===== src/rtl/hkspi_pkg.sv =====
// Shared state encodings and command-byte field positions for the
// housekeeping SPI responder.
package hkspi_pkg;

  typedef logic [2:0] state_t;

  localparam state_t ST_IDLE = 3'd0;
  localparam state_t ST_CMD  = 3'd1;
  localparam state_t ST_ADDR = 3'd2;
  localparam state_t ST_DATA = 3'd3;
  localparam state_t ST_DONE = 3'd4;

  localparam int CMD_WR     = 7;
  localparam int CMD_RD     = 6;
  localparam int CMD_CNT_HI = 5;
  localparam int CMD_CNT_LO = 3;

  // Zero in this field means an unlimited byte stream.
  function automatic logic [2:0] cmd_count(input logic [7:0] cmd);
    return cmd[CMD_CNT_HI:CMD_CNT_LO];
  endfunction

endpackage


===== src/rtl/hkspi_sync_edge.sv =====
// Multi-flop synchronizer for an asynchronous pad input, with registered
// one-clock rise/fall pulses (pin edge to pulse = STAGES+1 clocks).
module hkspi_sync_edge #(
  parameter int   STAGES  = 2,
  parameter logic RST_VAL = 1'b0
) (
  input  logic clock,
  input  logic resetb,
  input  logic din,
  output logic level,
  output logic rise,
  output logic fall
);

  logic [STAGES-1:0] sync;
  logic              prev;

  always_ff @(posedge clock or negedge resetb) begin
    if (!resetb) begin
      sync <= {STAGES{RST_VAL}};
      prev <= RST_VAL;
      rise <= 1'b0;
      fall <= 1'b0;
    end else begin
      sync <= {sync[STAGES-2:0], din};
      prev <= sync[STAGES-1];
      rise <= sync[STAGES-1] & ~prev;
      fall <= ~sync[STAGES-1] & prev;
    end
  end

  assign level = sync[STAGES-1];

endmodule


===== src/rtl/hkspi_responder.sv =====
// Housekeeping SPI target: oversamples a mode-0 SPI port in the core clock
// domain and turns the command/address/data stream into register strobes.
//
// state   | meaning
// IDLE    | CSB high, waiting for CSB fall
// CMD     | shifting in the command byte
// ADDR    | shifting in the start address
// DATA    | data bytes, strobes at each byte end, address auto-increments
// DONE    | count exhausted or no-op; SCK ignored until CSB rises
module hkspi_responder
  import hkspi_pkg::*;
#(
  parameter int ADDR_W      = 8,
  parameter int SYNC_STAGES = 2
) (
  input  logic              clock,
  input  logic              resetb,
  input  logic              sck,
  input  logic              csb,
  input  logic              sdi,
  output logic              sdo,
  output logic              sdo_oe,
  output logic [ADDR_W-1:0] reg_addr,
  output logic              reg_rd,
  input  logic [7:0]        reg_rdata,
  output logic              reg_we,
  output logic [7:0]        reg_wdata,
  output logic              busy
);

  state_t                 state;
  logic                   sck_rise, sck_fall, sck_level_unused;
  logic                   csb_level, csb_fall, csb_rise_unused;
  logic [SYNC_STAGES-1:0] sdi_sync;
  logic [2:0]             bit_cnt;
  logic [6:0]             rx_shift;
  logic [7:0]             rx_byte;
  logic [7:0]             tx_shift;
  logic                   cmd_wr, cmd_rd;
  logic                   cnt_limited;
  logic [2:0]             bytes_left;
  logic                   last_byte;
  logic                   incr_pend, rd_after_incr;

  hkspi_sync_edge #(.STAGES(SYNC_STAGES), .RST_VAL(1'b0)) u_sck_sync (
    .clock  (clock),
    .resetb (resetb),
    .din    (sck),
    .level  (sck_level_unused),
    .rise   (sck_rise),
    .fall   (sck_fall)
  );

  hkspi_sync_edge #(.STAGES(SYNC_STAGES), .RST_VAL(1'b1)) u_csb_sync (
    .clock  (clock),
    .resetb (resetb),
    .din    (csb),
    .level  (csb_level),
    .rise   (csb_rise_unused),
    .fall   (csb_fall)
  );

  always_ff @(posedge clock or negedge resetb) begin
    if (!resetb) sdi_sync <= '0;
    else         sdi_sync <= {sdi_sync[SYNC_STAGES-2:0], sdi};
  end

  assign rx_byte   = {rx_shift, sdi_sync[SYNC_STAGES-1]};
  assign last_byte = cnt_limited && (bytes_left == 3'd1);
  assign busy      = ~csb_level;
  assign sdo       = tx_shift[7];

  always_ff @(posedge clock or negedge resetb) begin
    if (!resetb) begin
      state         <= ST_IDLE;
      bit_cnt       <= '0;
      rx_shift      <= '0;
      tx_shift      <= '0;
      sdo_oe        <= 1'b0;
      reg_addr      <= '0;
      reg_rd        <= 1'b0;
      reg_we        <= 1'b0;
      reg_wdata     <= '0;
      cmd_wr        <= 1'b0;
      cmd_rd        <= 1'b0;
      cnt_limited   <= 1'b0;
      bytes_left    <= '0;
      incr_pend     <= 1'b0;
      rd_after_incr <= 1'b0;
    end else begin
      reg_rd <= 1'b0;
      reg_we <= 1'b0;
      // Synchronized CSB level has priority, so an SCK rise landing with a
      // CSB rise can never produce a strobe.
      if (csb_level) begin
        state     <= ST_IDLE;
        bit_cnt   <= '0;
        tx_shift  <= '0;
        sdo_oe    <= 1'b0;
        incr_pend <= 1'b0;
      end else begin
        if (reg_rd && state == ST_DATA) begin
          tx_shift <= reg_rdata;
          sdo_oe   <= 1'b1;
        end
        // Writes hold the address for their strobe; the increment follows.
        if (incr_pend) begin
          incr_pend <= 1'b0;
          reg_addr  <= reg_addr + ADDR_W'(1);
          reg_rd    <= rd_after_incr;
        end
        case (state)
          ST_IDLE: begin
            if (csb_fall) begin
              state   <= ST_CMD;
              bit_cnt <= '0;
            end
          end
          ST_CMD: begin
            if (sck_rise) begin
              bit_cnt  <= bit_cnt + 3'd1;
              rx_shift <= rx_byte[6:0];
              if (bit_cnt == 3'd7) begin
                cmd_wr      <= rx_byte[CMD_WR];
                cmd_rd      <= rx_byte[CMD_RD];
                bytes_left  <= cmd_count(rx_byte);
                cnt_limited <= |cmd_count(rx_byte);
                state       <= (rx_byte[CMD_WR] || rx_byte[CMD_RD]) ? ST_ADDR : ST_DONE;
              end
            end
          end
          ST_ADDR: begin
            if (sck_rise) begin
              bit_cnt  <= bit_cnt + 3'd1;
              rx_shift <= rx_byte[6:0];
              if (bit_cnt == 3'd7) begin
                reg_addr <= ADDR_W'(rx_byte);
                reg_rd   <= cmd_rd;
                state    <= ST_DATA;
              end
            end
          end
          ST_DATA: begin
            if (sck_rise) begin
              bit_cnt  <= bit_cnt + 3'd1;
              rx_shift <= rx_byte[6:0];
              if (bit_cnt == 3'd7) begin
                if (cnt_limited) bytes_left <= bytes_left - 3'd1;
                if (last_byte) begin
                  state    <= ST_DONE;
                  tx_shift <= '0;
                  sdo_oe   <= 1'b0;
                end
                if (cmd_wr) begin
                  reg_we        <= 1'b1;
                  reg_wdata     <= rx_byte;
                  incr_pend     <= 1'b1;
                  rd_after_incr <= cmd_rd && !last_byte;
                end else begin
                  reg_addr <= reg_addr + ADDR_W'(1);
                  reg_rd   <= cmd_rd && !last_byte;
                end
              end
            end else if (sck_fall && bit_cnt != 3'd0) begin
              tx_shift <= {tx_shift[6:0], 1'b0};
            end
          end
          ST_DONE: begin
            tx_shift <= '0;
            sdo_oe   <= 1'b0;
          end
          default: state <= ST_IDLE;
        endcase
      end
    end
  end

endmodule


===== config.mk =====
export PLATFORM = sky130hd
export DESIGN_NAME = hkspi_responder
export DESIGN_NICKNAME = d
export VERILOG_FILES = /design/src/rtl/hkspi_pkg.sv /design/src/rtl/hkspi_sync_edge.sv /design/src/rtl/hkspi_responder.sv
export SDC_FILE = /design/constraint.sdc
export NUM_CORES = 1
export LEC_CHECK = 0
export CORE_MARGIN = 2
export CORE_UTILIZATION = 50
export DETAILED_ROUTE_END_ITERATION = 8
export PLACE_DENSITY = 0.72
export SYNTH_ARGS = -nofsm -noshare
export SYNTH_HDL_FRONTEND = slang
export SYNTH_SLANG_ARGS = --single-unit
export TNS_END_PERCENT = 50

===== constraint.sdc =====
create_clock -name clock -period 4.59 [get_ports clock]
set_input_delay 0.918 -clock clock [delete_from_list [all_inputs] [get_ports clock]]
set_output_delay 0.918 -clock clock [all_outputs]
set_load 0.1 [all_outputs]

Word-level counts from Yosys, hierarchy flattened
Index checks and enable logic that the tools add are counted.

Register bits: 58. Input bits: 13. Output and inout bits: 21. Logic and storage cells: 124.

Add/sub/neg operators: 3. Equality and inequality tests: 21. Mux-type cells: 54. Bitwise operators: 6. Reduce and logical (&&, ||, !) cells: 18.

Operators by type and width (count): $mux W8 (12); $mux W3 (18); $pmux W8 S2 (2); $ne A3 B1 Y1 const B (6); $mux W1 (17); $pmux W3 S5 (1); $pmux W3 S2 (2); $ne A3 B2 Y1 const B (3); $reduce_and A9 Y1 (1); $add A8 B1 Y8 const B (1); $ne A2 B1 Y1 const B (4); $reduce_and A7 Y1 (1); $eq A3 B1 Y1 const B (2); $eq A3 B2 Y1 const B (2); $eq A3 B3 Y1 const B (2); $reduce_and A3 Y1 (2); $reduce_bool A3 Y1 (2); $reduce_or A3 Y1 (2); $reduce_and A5 Y1 (1); $logic_and A1 B1 Y1 (4); $ne A2 B2 Y1 const B (2); $pmux W1 S2 (2); $reduce_and A4 Y1 (1); $add A3 B1 Y3 const B (1); other kinds (7) (11).

Logic depth before layout (Yosys ltp)
Gate-level depths: netlist of the first run.

Depth in word-level cells: 9. Gate-level depth with buffers: 7. Mapped depth without buffers: 6.

Modules after synthesis
From an unflattened synthesis of the first run, not the netlist that was laid out.

Cells, all modules: 288. Area, all modules: 2991.6 um2.

Modules (own cells, without submodules): hkspi_responder (instances 1, cells an instance 274, area each 2707.6 um2, sequential area each 1226.2 um2); hkspi_sync_edge at u_csb_sync (instances 1, cells an instance 7, area each 143.9 um2, sequential area each 128.9 um2); hkspi_sync_edge at u_sck_sync (instances 1, cells an instance 7, area each 140.1 um2, sequential area each 125.1 um2).

Least setup slack after synthesis of the first run
OpenSTA, ideal clock, no wires.

Path type: flip-flop to flip-flop. Start point: register reg_addr[0]. End point: register reg_addr[6]. Library setup time: 0.066 ns. Arrival: 2.271 ns. Required time: 4.524 ns. Setup slack: 2.253 ns. Stages on the path, launching flop included: 6. Buffers on the path: 0. Period minus slack after synthesis: 2.337 ns. Cells stage by stage: dfrtp_1 ha_1 nand3_1 or3_1 a211oi_1 o31a_1.

Cells in the longest elaborated chain, start to end: 6. Elaborated cells on any way between the ends: 8. Those cells by class: add/sub: 1; mux: 7.

Ends and longest elaborated chain: start: declaration (RTL line hkspi_responder.sv:23) `output logic [ADDR_W-1:0] reg_addr,`; start signal: assignment (RTL line hkspi_responder.sv:109) `reg_addr <= reg_addr + ADDR_W'(1);`; start signal: assignment (RTL line hkspi_responder.sv:137) `reg_addr <= ADDR_W'(rx_byte);`; start signal: assignment (RTL line hkspi_responder.sv:160) `reg_addr <= reg_addr + ADDR_W'(1);`; $add A8 B1 Y8 (*) (RTL line hkspi_responder.sv:109, hkspi_responder.sv:160); $mux W8 (RTL line hkspi_responder.sv:107) `if (incr_pend) begin`; $mux W8 (RTL line hkspi_responder.sv:154) `if (cmd_wr) begin`; $mux W8 (RTL line hkspi_responder.sv:147) `if (bit_cnt == 3'd7) begin`; $mux W8 (RTL line hkspi_responder.sv:144) `if (sck_rise) begin`; $pmux W8 S2 (*) (RTL line hkspi_responder.sv:112) `case (state)`.

Every way passes the cells marked *; elsewhere a longest branch is shown, timed or not. A chain may end at the register's enable or synchronous reset.

Worst setup path in the final report of the first run
Start point: register u_csb_sync.sync[1]. End point: output busy.

Cells in the longest elaborated chain, start to end: 1.

Ends and longest elaborated chain: start: declaration (RTL line hkspi_sync_edge.sv:15) `logic [STAGES-1:0] sync;`; start signal: assignment (RTL line hkspi_sync_edge.sv:20) `sync <= {STAGES{RST_VAL}};`; start signal: assignment (RTL line hkspi_sync_edge.sv:25) `sync <= {sync[STAGES-2:0], din};`; $not A1 Y1 (no line); end: declaration (RTL line hkspi_responder.sv:28) `output logic busy`.

No other way between the ends.

==> results of run 1 <==
[metal layers]
metal,part of all wire [%],wire (um),global-route usage (%),vias to the layer above
met5,0,0,0,-
met4,2.6,179,10.8,0
met3,5.4,368,4.89,27
met2,46,3120,34.9,102
met1,46,3140,31.9,1176
li1,-,-,-,1123
[worst register-to-register path: cells and delay by family, from the launching register on]
kind | cells | cell delay [ns]
flip-flops | 1 | 0.38
multiplexers | 1 | 0.40
adder cells (fa/ha/maj) | 2 | 0.52
AND/OR/NAND/NOR | 2 | 0.91
[cell type report]
| cell class | count | share of cell area [%] |
|---|---|---|
| inverters | 13 | 1.37 |
| clock inverters | 7 | 3.51 |
| well taps | 75 | 2.63 |
| multi-input cells | 203 | 38.9 |
| repair buffers | 34 | 9.33 |
| flip-flops and latches | 58 | 40.8 |
| clock buffers | 9 | 3.47 |
[synthesized netlist by cell type (all sizes together) (2+ instances only)]
cell    instances  area, um^2
a211oi          6        45.0
a21o            2        15.0
a21oi          13        65.1
a22o            2        17.5
a311oi          3        26.3
a31oi           6        37.5
and2            2        12.5
and3            4        25.0
and3b           4        35.0
and4            5        43.8
buf             7        33.8
clkbuf         10        37.5
dfrtp          55        1380
dfstp           3        78.8
ha              6        75.1
inv            12        45.0
mux2           18         203
mux2i          10         100
nand2          24        90.1
nand2b          3        18.8
nand3          12        65.1
nand3b          3        22.5
nand4           2        12.5
nor2           12        45.0
nor2b           6        37.5
nor3            5        30.0
o21a            2        15.0
o21ai          24         120
o221ai          2        17.5
o22ai           3        18.8
or3             3        18.8
[state kept, by name, summed over array words and instances, names as in the netlist, 3 cells and up]
signal      count
bit_cnt         3
state           3
bytes_left      3
rx_shift        7
reg_wdata       8
tx_shift        8
reg_addr        8
[metrics by stage]
stage / cells / util (%)
after floorplan: 291 / -
after global placement: 383 / 57.0
after detailed placement: 383 / 57.0
after CTS: 399 / 61.3
after global routing: 399 / 61.3
final: 399 / 61.3
[how the worst max path moves through the flow]
stage	from	end	slack, ns	cells after the start
6_report	u_csb_sync.sync[1]$_DFF_PN1_	busy	1.07	2
5_1_grt	u_csb_sync.sync[1]$_DFF_PN1_	busy	0.96	2
4_1_cts	u_csb_sync.sync[1]$_DFF_PN1_	busy	1.08	2
3_5_place_dp	u_csb_sync.sync[1]$_DFF_PN1_	busy	1.45	2
3_3_place_gp	u_csb_sync.sync[1]$_DFF_PN1_	busy	1.48	2
2_1_floorplan	reg_addr[0]$_DFFE_PN0N_	reg_addr[6]$_DFFE_PN0N_	2.25	5
[kinds of logic after synthesis]
group | after synthesis | synth area share [%]
buffers and inverters | 30 | 4.06
AOI/OAI and AO/OA | 77 | 16.8
and+or+nand+nor | 90 | 16.7
muxes | 28 | 10.2
DFF | 58 | 49.1
adders and majority gates | 6 | 2.53
xor gates and xnor gates | 2 | 0.592
[cells in the final DEF (no fill, tap or decap), types with 2 or more instances in the layout]
master,count
dfrtp_1,55
clkdlybuf4s50_1,32
nand2_1,24
o21ai_0,22
mux2_2,18
a21oi_1,13
inv_1,12
nor2_1,12
nand3_1,11
mux2i_1,10
clkbuf_8,9
nor2b_1,6
a31oi_1,6
a211oi_1,6
ha_1,6
and4_1,5
and3b_1,4
nor3_1,4
and3_1,4
nand2b_1,3
nand3b_1,3
or3_1,3
o22ai_1,3
a311oi_1,3
clkinv_4,3
bufinv_16,3
dfstp_2,3
o21ai_1,2
o221ai_1,2
a22o_1,2
nand4_1,2
o21a_1,2
a21o_1,2
[power groups by stage]
stage          registers (mW)  clock network, mW  logic [mW]
2_1_floorplan           0.538                  0      0.0227
3_3_place_gp            0.549                  0      0.0424
3_5_place_dp            0.549                  0      0.0431
4_1_cts                 0.539              0.601      0.0432
5_1_grt                 0.541              0.627      0.0474
6_report                0.539              0.595      0.0421
==> impl_results.md, run 1 <==
- Status: finished, final reports clean
- Reg-to-reg slack, setup: approximately 2.3 ns
- Crit Path Max Fanout: 23
- IO Pins: 34
- Hold Path Sink: u_sck_sync.sync[1]$_DFF_PN0_
- Int Pwr: 0.906 mW
- Post-DP HPWL: 4520 um
- Clock share of power: 50.6%
- Ys flop type: dfrtp_1
- Critical path class: reg2out
- GRT Total Usage: 23.1%
- Worst-skew pair later-pin latency: between 0.3 and 0.4 ns
- Cell area after layout: around 3600 um^2
- Die W: roughly 81 um
- Final Max Slew Viols: 0
- IO buf count: 33
- WP buf/inv: 2
- EDFF count, synth: 0
- CTS sink count: 58
- Power Total: 1.18 mW
- CP top delay family: buffers and inverters
- Area Overhead vs Synth: 20.4%
- Hold Startpoint: u_sck_sync.sync[0]$_DFF_PN0_
- Total grt overflow: 0
- Syn Nets: between 300 and 400
- Hold-critical path depth: 0
- TritonCTS Buffers: 9
- Maximum clock path buffer count: 2
- Reg2reg end: reg_wdata[0]$_DFFE_PN0P_
- Placed inst area: 3320 um^2
- Multi-input combinational cell area: 1390 um^2
- Nets: 338
- Max-Cap Viols: 0
- Area of the mapped netlist: between 2000 and 3000 um^2
- Root buffer cell: clkbuf_8
- Post-synthesis sequential area ratio: 49.1%
- Crit-path slowest cell: clkdlybuf4s50_1
- CP Capture Type: output pin
- Share of layout cells above drive strength 1: around an eighth
- Final WS setup: about 1.1 ns
- Core ar.: roughly 5800 um^2
- CP startpoint kind: flop
- Min Tclk post-route: 3.52 ns
- Sequential power share: 45.8%
- Reg2reg path depth: 5
- Final hold vios: 0
- FFs w/ async S/R, synth: 100%
- Combinational power share: ~3.6%
- GP Congestion: between 0.8 and 0.9
- Chip height: between 80 and 90 um
- CTS resizes: 0
- Critical-path cell list: clkinv_1 > clkdlybuf4s50_1
- Leak: 1.55 nW
- Initial antenna violation count: 0
- Slowest stage delay, CP: 1.07 ns
- Endpoints failing setup: 0
- Hold_ws: between 0.3 and 0.4 ns
- Via count: 2428
- WL final: 6800 um
- Worst hold path class: reg2reg
- Initial DRC count: 240
- Worst Tran Pin Value: 0.986 ns
- Die ar.: 6550 um^2
- Largest net degree at the start of global routing: 59
- RSZ-0062 raised after global routing: no
- TritonRoute pass-1 iters: 5
- Hold_buf cts: 0
- Pre-CTS WS: 1.45 ns
- First-pass GRT wire length: 11400 um
- Clk pin slew, worst setup/hold paths: about 0.080 ns
- FF-to-FF Start: bit_cnt[0]$_DFFE_PN0P_
- Initial Util: between 50% and 60%
- Synth cell types: 58
- Register area: 1460 um^2
- Power per Cell Area: 330 nW/um^2
- Vias per Instance: 6.09
- H-tree levels: 3
- Rel. slew slack: approximately 34%
- Fin crit share: 76.7%
- Syn_area_per_cell: a little over 10 um^2
- Num rows: 28
- Antenna viol nets, final: 0
- Fillcell total: roughly 510
- Psw: 0.270 mW
- Required time of the critical path: approximately 3.7 ns
- Crit path DAT: 2.60 ns
- Fmax: 0.284 GHz
- Drt wl/cell: between 15 and 20 um
- Sw Share: 22.9%
- Worst vdd ir: 0.000311 V
- Total negative setup slack: 0 ns
- DRC Markers: 0
- Post-CTS Setup Inserts: 0
- Cells after Synth: 291
- Worst Clk Skew: 0.0120 ns
- FF+latch count, synth: 58
- CTS tree: done
- Vias in the first global route: between 2000 and 2500
- Antenna diode count: 0
- Yosys warnings: 0
No activity file was read; power rests on OpenSTA's default activity.
==> run 2: changes to the inputs <==
--- a/config.mk
+++ b/config.mk
@@ -8,7 +8,7 @@
 export CORE_MARGIN = 2
 export CORE_UTILIZATION = 50
 export DETAILED_ROUTE_END_ITERATION = 8
-export PLACE_DENSITY = 0.72
+export PLACE_DENSITY = 0.75
 export SYNTH_ARGS = -nofsm -noshare
 export SYNTH_HDL_FRONTEND = slang
 export SYNTH_SLANG_ARGS = --single-unit
==> constraint.sdc (replaced) <==
create_clock -name clock -period 3.1 [get_ports clock]
set_input_delay 0.62 -clock clock [delete_from_list [all_inputs] [get_ports clock]]
set_output_delay 0.62 -clock clock [all_outputs]
set_load 0.1 [all_outputs]
==> impl_results.md, run 2 (synthesized netlist as in run 1, its figures left out) <==
- Cell area after layout: 3490 um^2 (-2.0%)
- Total negative setup slack: 0 ns (unchanged)
- Antenna diode count: 0 (unchanged)
- Post-DP HPWL: 4720 um (+4.4%)
- IO buf count: 33 (unchanged)
- CP startpoint kind: flop
- Vias in the first global route: 2421 (+4.5%)
- Most frequent cells in the layout: dfrtp_1, nand2_1, buf_4
- Reg2reg path depth: 5 (unchanged)
- DRC Markers: 0 (unchanged)
- H-tree levels: 3 (unchanged)
- Endpoints failing setup: 0 (unchanged)
- Area Overhead vs Synth: 18.0%
- Required time of the critical path: 2.48 ns (-1.19 ns)
- GRT Total Usage: 23.7% (+0.56 points)
- Final core occ: 60.1% (-1.2 points)
- Initial DRC count: 240 (unchanged)
- Die ar.: 6550 um^2 (unchanged)
- Fmax: ~0.4 GHz
- TritonRoute pass-1 iters: 6 (+1)
- CTS resizes: 0 (unchanged)
- Initial Util: 50.9% (unchanged)
- CP Capture Type: output pin
- Maximum clock path buffer count: 2 (unchanged)
- CTS sink count: 58 (unchanged)
- Antenna viol nets, final: 0 (unchanged)
- Hold_buf cts: 0 (unchanged)
- Die W: 81.0 um (unchanged)
- Worst Clk Skew: 0.00723 ns (-0.00475 ns)
- Nets: 339 (+0.30%)
- Fin crit share: 80.7%
- Worst Tran Pin Value: 0.924 ns (-0.0624 ns)
- Num rows: 28 (unchanged)
- WL final: 6990 um (+2.7%)
- RSZ-0062 raised after global routing: no
- Worst hold path class: reg2reg
- Critical path class: reg2out
- Crit-path slowest cell: dfstp_2
- Slowest stage delay, CP: 0.81 ns (-0.26 ns)
- Final WS setup: 0.597 ns (-0.474 ns)
- Leak: 1.58 nW (+1.9%)
- Pre-CTS WS: 0.930 ns (-0.517 ns)
- Max-Cap Viols: 0 (unchanged)
- Crit Path Max Fanout: 23 (unchanged)
- Critical-path cell list: clkinv_1 > buf_4
- Final Max Slew Viols: 0 (unchanged)
- Initial antenna violation count: 0 (unchanged)
- Largest net degree at the start of global routing: 44 (-25%)
- Final hold vios: 0 (unchanged)
- Rel. slew slack: 38.4% (+4.4 points)
- Multi-input combinational cell area: 1390 um^2 (unchanged)
- Placed instance count: 384 (+0.26%)
- Final std cells w/o fill: 400 (+0.25%)
- Placed inst area: 3270 um^2 (-1.4%)
- TritonCTS Buffers: 9 (unchanged)
- Power per Cell Area: 472 nW/um^2 (+43%)
- Register area: 1460 um^2 (unchanged)
- Via count: 2442 (+0.58%)
- GP Congestion: 0.885 (+1.1%)
- Total grt overflow: 0 (unchanged)
- Root buffer cell: clkbuf_8
- Core ar.: 5820 um^2 (unchanged)
- Crit path DAT: 1.88 ns (-0.72 ns)
- Hold-critical path depth: 0 (unchanged)
- Chip height: 81.0 um (unchanged)
- Largest registers: reg_addr x8, reg_wdata x8, tx_shift x8
- Status: finished, final reports clean
- First-pass GRT wire length: 11600 um (+1.7%)
- Post-CTS Setup Inserts: 0 (unchanged)
- Most common cell after layout, fill and taps aside: dfrtp_1
- Fillcell total: 511 (+0.99%)
- Share of layout cells above drive strength 1: 19.4% (+6.1 points)
- IO Pins: 34 (unchanged)
- Vias per Instance: 6.11 (+0.33%)
- Worst vdd ir: 0.000403 V (+29%)
- Worst-skew pair later-pin latency: 0.34 ns (about the same)
- CTS tree: done
- Drt wl/cell: 17.5 um (+2.4%)
- Min Tclk post-route: 2.50 ns
- Clk pin slew, worst setup/hold paths: 0.07 ns (about the same)
==> run 2: cell types whose count changed in the layout (fill, tap and decap cells not counted) <==
cell / delta
buf_4: +22
bufinv_16: -1
clkbuf_1: +2
clkbuf_8: +1
clkdlybuf4s50_1: -21
clkinv_4: -2
clkinvlp_4: +1
inv_6: -1
==> run 2: final cells by class <==
class / count / area share, %
multi-input cells: 203 / 39.7
repair buffers: 35 / 8.24
clock inverters: 4 / 2.18
clock buffers: 12 / 4.15
flip-flops and latches: 58 / 41.7
well taps: 75 / 2.69
inverters: 13 / 1.40
==> run 2: metal layers <==
layer  wire (um)  global-route usage, %  up-vias  part of all wire (%)
li1            -                      -     1125                     -
met1        3080                   31.5     1167                    44
met2        3230                   36.9      129                    46
met3         509                   5.89       21                   7.3
met4         169                   10.0        0                   2.4
met5           0                      0        -                     0
==> run 2: stage by stage <==
| stage | hold WS [ns] | total power [mW] |
|---|---|---|
| floorplan | 0.324 | 0.831 |
| global placement | 0.333 | 0.876 |
| detailed placement | 0.335 | 0.878 |
| CTS | 0.351 | 1.66 |
| global route | 0.367 | 1.71 |
| finish | 0.350 | 1.65 |
==> run 2: path summary, 6_finish.rpt <==
path / startpoint / endpoint / slack, ns
min in group asynchronous: resetb / reg_addr[2]$_DFFE_PN0N_ / 0.42
max reg2reg: bit_cnt[0]$_DFFE_PN0P_ / reg_wdata[6]$_DFFE_PN0P_ / 0.89
max: u_csb_sync.sync[1]$_DFF_PN1_ / busy / 0.60
min: u_sck_sync.sync[0]$_DFF_PN0_ / u_sck_sync.sync[1]$_DFF_PN0_ / 0.35
min reg2reg: u_sck_sync.sync[0]$_DFF_PN0_ / u_sck_sync.sync[1]$_DFF_PN0_ / 0.35
max in group asynchronous: resetb / reg_wdata[7]$_DFFE_PN0P_ / 2.01
==> run 2: worst max-delay path: cells and delay by family (launching register included) <==
kind                   cells  cell delay (ns)
buffers and inverters      2             0.73
flip-flops                 1             0.81
==> run 2: power breakdown <==
part           total [mW]  switching (mW)  internal [mW]
logic              0.0626          0.0342         0.0284
clock network       0.787           0.310          0.477
registers           0.801          0.0264          0.774
total                1.65           0.371           1.28
==> run 3: changes to the inputs <==
--- a/config.mk
+++ b/config.mk
@@ -8,7 +8,7 @@
 export CORE_MARGIN = 2
 export CORE_UTILIZATION = 50
 export DETAILED_ROUTE_END_ITERATION = 8
-export PLACE_DENSITY = 0.75
+export PLACE_DENSITY = 0.72
 export SYNTH_ARGS = -nofsm -noshare
 export SYNTH_HDL_FRONTEND = slang
 export SYNTH_SLANG_ARGS = --single-unit
==> constraint.sdc (replaced) <==
create_clock -name clock -period 2.55 [get_ports clock]
set_input_delay 0.51 -clock clock [delete_from_list [all_inputs] [get_ports clock]]
set_output_delay 0.51 -clock clock [all_outputs]
set_load 0.1 [all_outputs]
==> impl_results.md, run 3 (synthesized netlist as in run 1, its figures left out) <==
- CTS sink count: 58 (unchanged)
- Final core occ: 61.3% (+1.2 points)
- Nets: 343 (+1.2%)
- Largest registers: reg_addr x8, reg_wdata x8, tx_shift x8
- Power per Cell Area: 591 nW/um^2 (+25%)
- Drt wl/cell: 16.4 um (-6.3%)
- DRC Markers: 0 (unchanged)
- Share of layout cells above drive strength 1: 21.0% (+1.6 points)
- Endpoints failing setup: 0 (unchanged)
- Worst Clk Skew: 0.00702 ns (-0.000212 ns)
- Sequential power share: 45.8% (-2.7 points)
- Power Total: 2.11 mW (+28%)
- Most frequent cells in the layout: dfrtp_1, buf_4, nand2_1
- Worst-skew pair later-pin latency: 0.34 ns (about the same)
- CTS tree: done
- Psw: 0.468 mW (+26%)
- Final std cells w/o fill: 404 (+1.0%)
- Total negative setup slack: 0 ns (unchanged)
- Max-Cap Viols: 0 (unchanged)
- Int Pwr: 1.64 mW (+28%)
- Fmax: 0.456 GHz
- Placed instance count: 388 (+1.0%)
- Combinational power share: 4.2% (+0.4 points)
- CP startpoint kind: flop
- H-tree levels: 3 (unchanged)
- Reg-to-reg slack, setup: 0.36 ns (-0.53 ns)
- Reg2reg end: reg_wdata[7]$_DFFE_PN0P_
- Crit Path Max Fanout: 11 (-52%)
- GP Congestion: 0.894 (+1.0%)
- Vias per Instance: 5.83 (-4.5%)
- IO buf count: 33 (unchanged)
- Initial Util: 50.9% (unchanged)
- Pre-CTS WS: 0.409 ns (-0.521 ns)
- GRT Total Usage: 22.8% (-0.87 points)
- Rel. slew slack: 63.6% (+25 points)
- TritonRoute pass-1 iters: 4 (-2)
- Maximum clock path buffer count: 2 (unchanged)
- Antenna viol nets, final: 0 (unchanged)
- Worst Tran Pin Value: 0.542 ns (-0.381 ns)
- Most common cell after layout, fill and taps aside: dfrtp_1
- Die W: 81.0 um (unchanged)
- Initial DRC count: 154 (-36%)
- Required time of the critical path: 2.78 ns (+0.30 ns)
- Slowest stage delay, CP: 0.51 ns (-0.30 ns)
- CTS resizes: 0 (unchanged)
- Chip height: 81.0 um (unchanged)
- Leak: 1.62 nW (+2.8%)
- Post-CTS Setup Inserts: 0 (unchanged)
- Status: finished, final reports clean
- TritonCTS Buffers: 9 (unchanged)
- Worst path most repeated cell: ha_1
- Total grt overflow: 0 (unchanged)
- Final hold vios: 0 (unchanged)
- CP Capture Type: flop
- Hold_ws: 0.149 ns (-0.201 ns)
- Min Tclk post-route: 2.19 ns
- Cell area after layout: 3560 um^2 (+2.0%)
- Fin crit share: a little under nine tenths
- WL final: 6610 um (-5.4%)
- Core ar.: 5820 um^2 (unchanged)
- Crit path DAT: 2.42 ns (+0.54 ns)
- Area Overhead vs Synth: 20.3%
- Hold_buf cts: 0 (unchanged)
- IO Pins: 34 (unchanged)
- Critical-path cell list: ha_1 > ha_1 > and2_0 > and4_1 > mux2_2
- Vias in the first global route: 2294 (-5.2%)
- Worst hold path class: in2async
- Clock share of power: 49.9% (+2.2 points)
- RSZ-0062 raised after global routing: no
- Reg2reg path depth: 5 (unchanged)
- Root buffer cell: clkbuf_8
- Initial antenna violation count: 0 (unchanged)
- Post-DP HPWL: 4630 um (-1.9%)
- Multi-input combinational cell area: 1390 um^2 (unchanged)
- Clk pin slew, worst setup/hold paths: 0.07 ns (about the same)
- Largest net degree at the start of global routing: 37 (-16%)
- Critical path class: reg2reg
- Die ar.: 6550 um^2 (unchanged)
- Register area: 1460 um^2 (unchanged)
- Final Max Slew Viols: 0 (unchanged)
- Crit-path slowest cell: and4_1
- Via count: 2355 (-3.6%)
- Fillcell total: 520 (+1.8%)
- FF-to-FF Start: bit_cnt[0]$_DFFE_PN0P_
- CP Launch Point: bit_cnt[0]$_DFFE_PN0P_
- Num rows: 28 (unchanged)
- Final WS setup: 0.358 ns (-0.239 ns)
- First-pass GRT wire length: 11200 um (-3.8%)
- Placed inst area: 3310 um^2 (+1.3%)
- Sw Share: 22.2% (-0.26 points)
- Antenna diode count: 0 (unchanged)
- Worst vdd ir: 0.000416 V (+3.4%)
==> run 3: changes by cell type in the layout (fill, tap and decap cells not counted) <==
cell,delta
clkinvlp_4,-1
inv_6,+2
clkbuf_1,-2
buf_12,+1
clkbuf_8,-1
clkinv_4,+1
bufinv_16,+1
buf_4,+3
==> run 3: critical path, delay by kind of cell (launching register included) <==
family	cells	cell delay (ns)
mux	1	0.39
flops	1	0.38
simple gates	2	0.84
fa+ha+maj	2	0.46
==> run 3: power by group through the flow <==
stage	clock network, mW	logic [mW]	registers [mW]
detailed placement	0	0.0912	0.982
finish	1.05	0.0892	0.965
global route	1.12	0.0998	0.967
global placement	0	0.0891	0.982
CTS	1.08	0.0913	0.964
floorplan	0	0.0409	0.969
==> run 3: worst max path at each step <==
stage,slack [ns],to,cells past startpoint
floorplan,0.21,reg_addr[6]$_DFFE_PN0N_,5
global placement,0.45,reg_wdata[3]$_DFFE_PN0P_,5
detailed placement,0.41,reg_wdata[7]$_DFFE_PN0P_,5
CTS,0.38,reg_wdata[7]$_DFFE_PN0P_,5
global route,0.22,reg_wdata[1]$_DFFE_PN0P_,5
finish,0.36,reg_wdata[7]$_DFFE_PN0P_,5
==> run 3: layer usage <==
| metal | up-vias | part of all wire [%] | global-route usage, % |
|---|---|---|---|
| met5 | - | 0 | 0 |
| met4 | 0 | 2.0 | 10.2 |
| met3 | 12 | 5.4 | 5.11 |
| met2 | 65 | 47 | 35.0 |
| met1 | 1143 | 46 | 30.9 |
| li1 | 1135 | - | - |
==> run 3: area by class of cell <==
cell class | instances | share of cell area (%)
clock buffers | 9 | 3.48
clock inverters | 7 | 3.51
inverters | 13 | 1.37
multi-input cells | 203 | 38.9
flip-flops and latches | 58 | 40.8
well taps | 75 | 2.63
repair buffers | 39 | 9.27
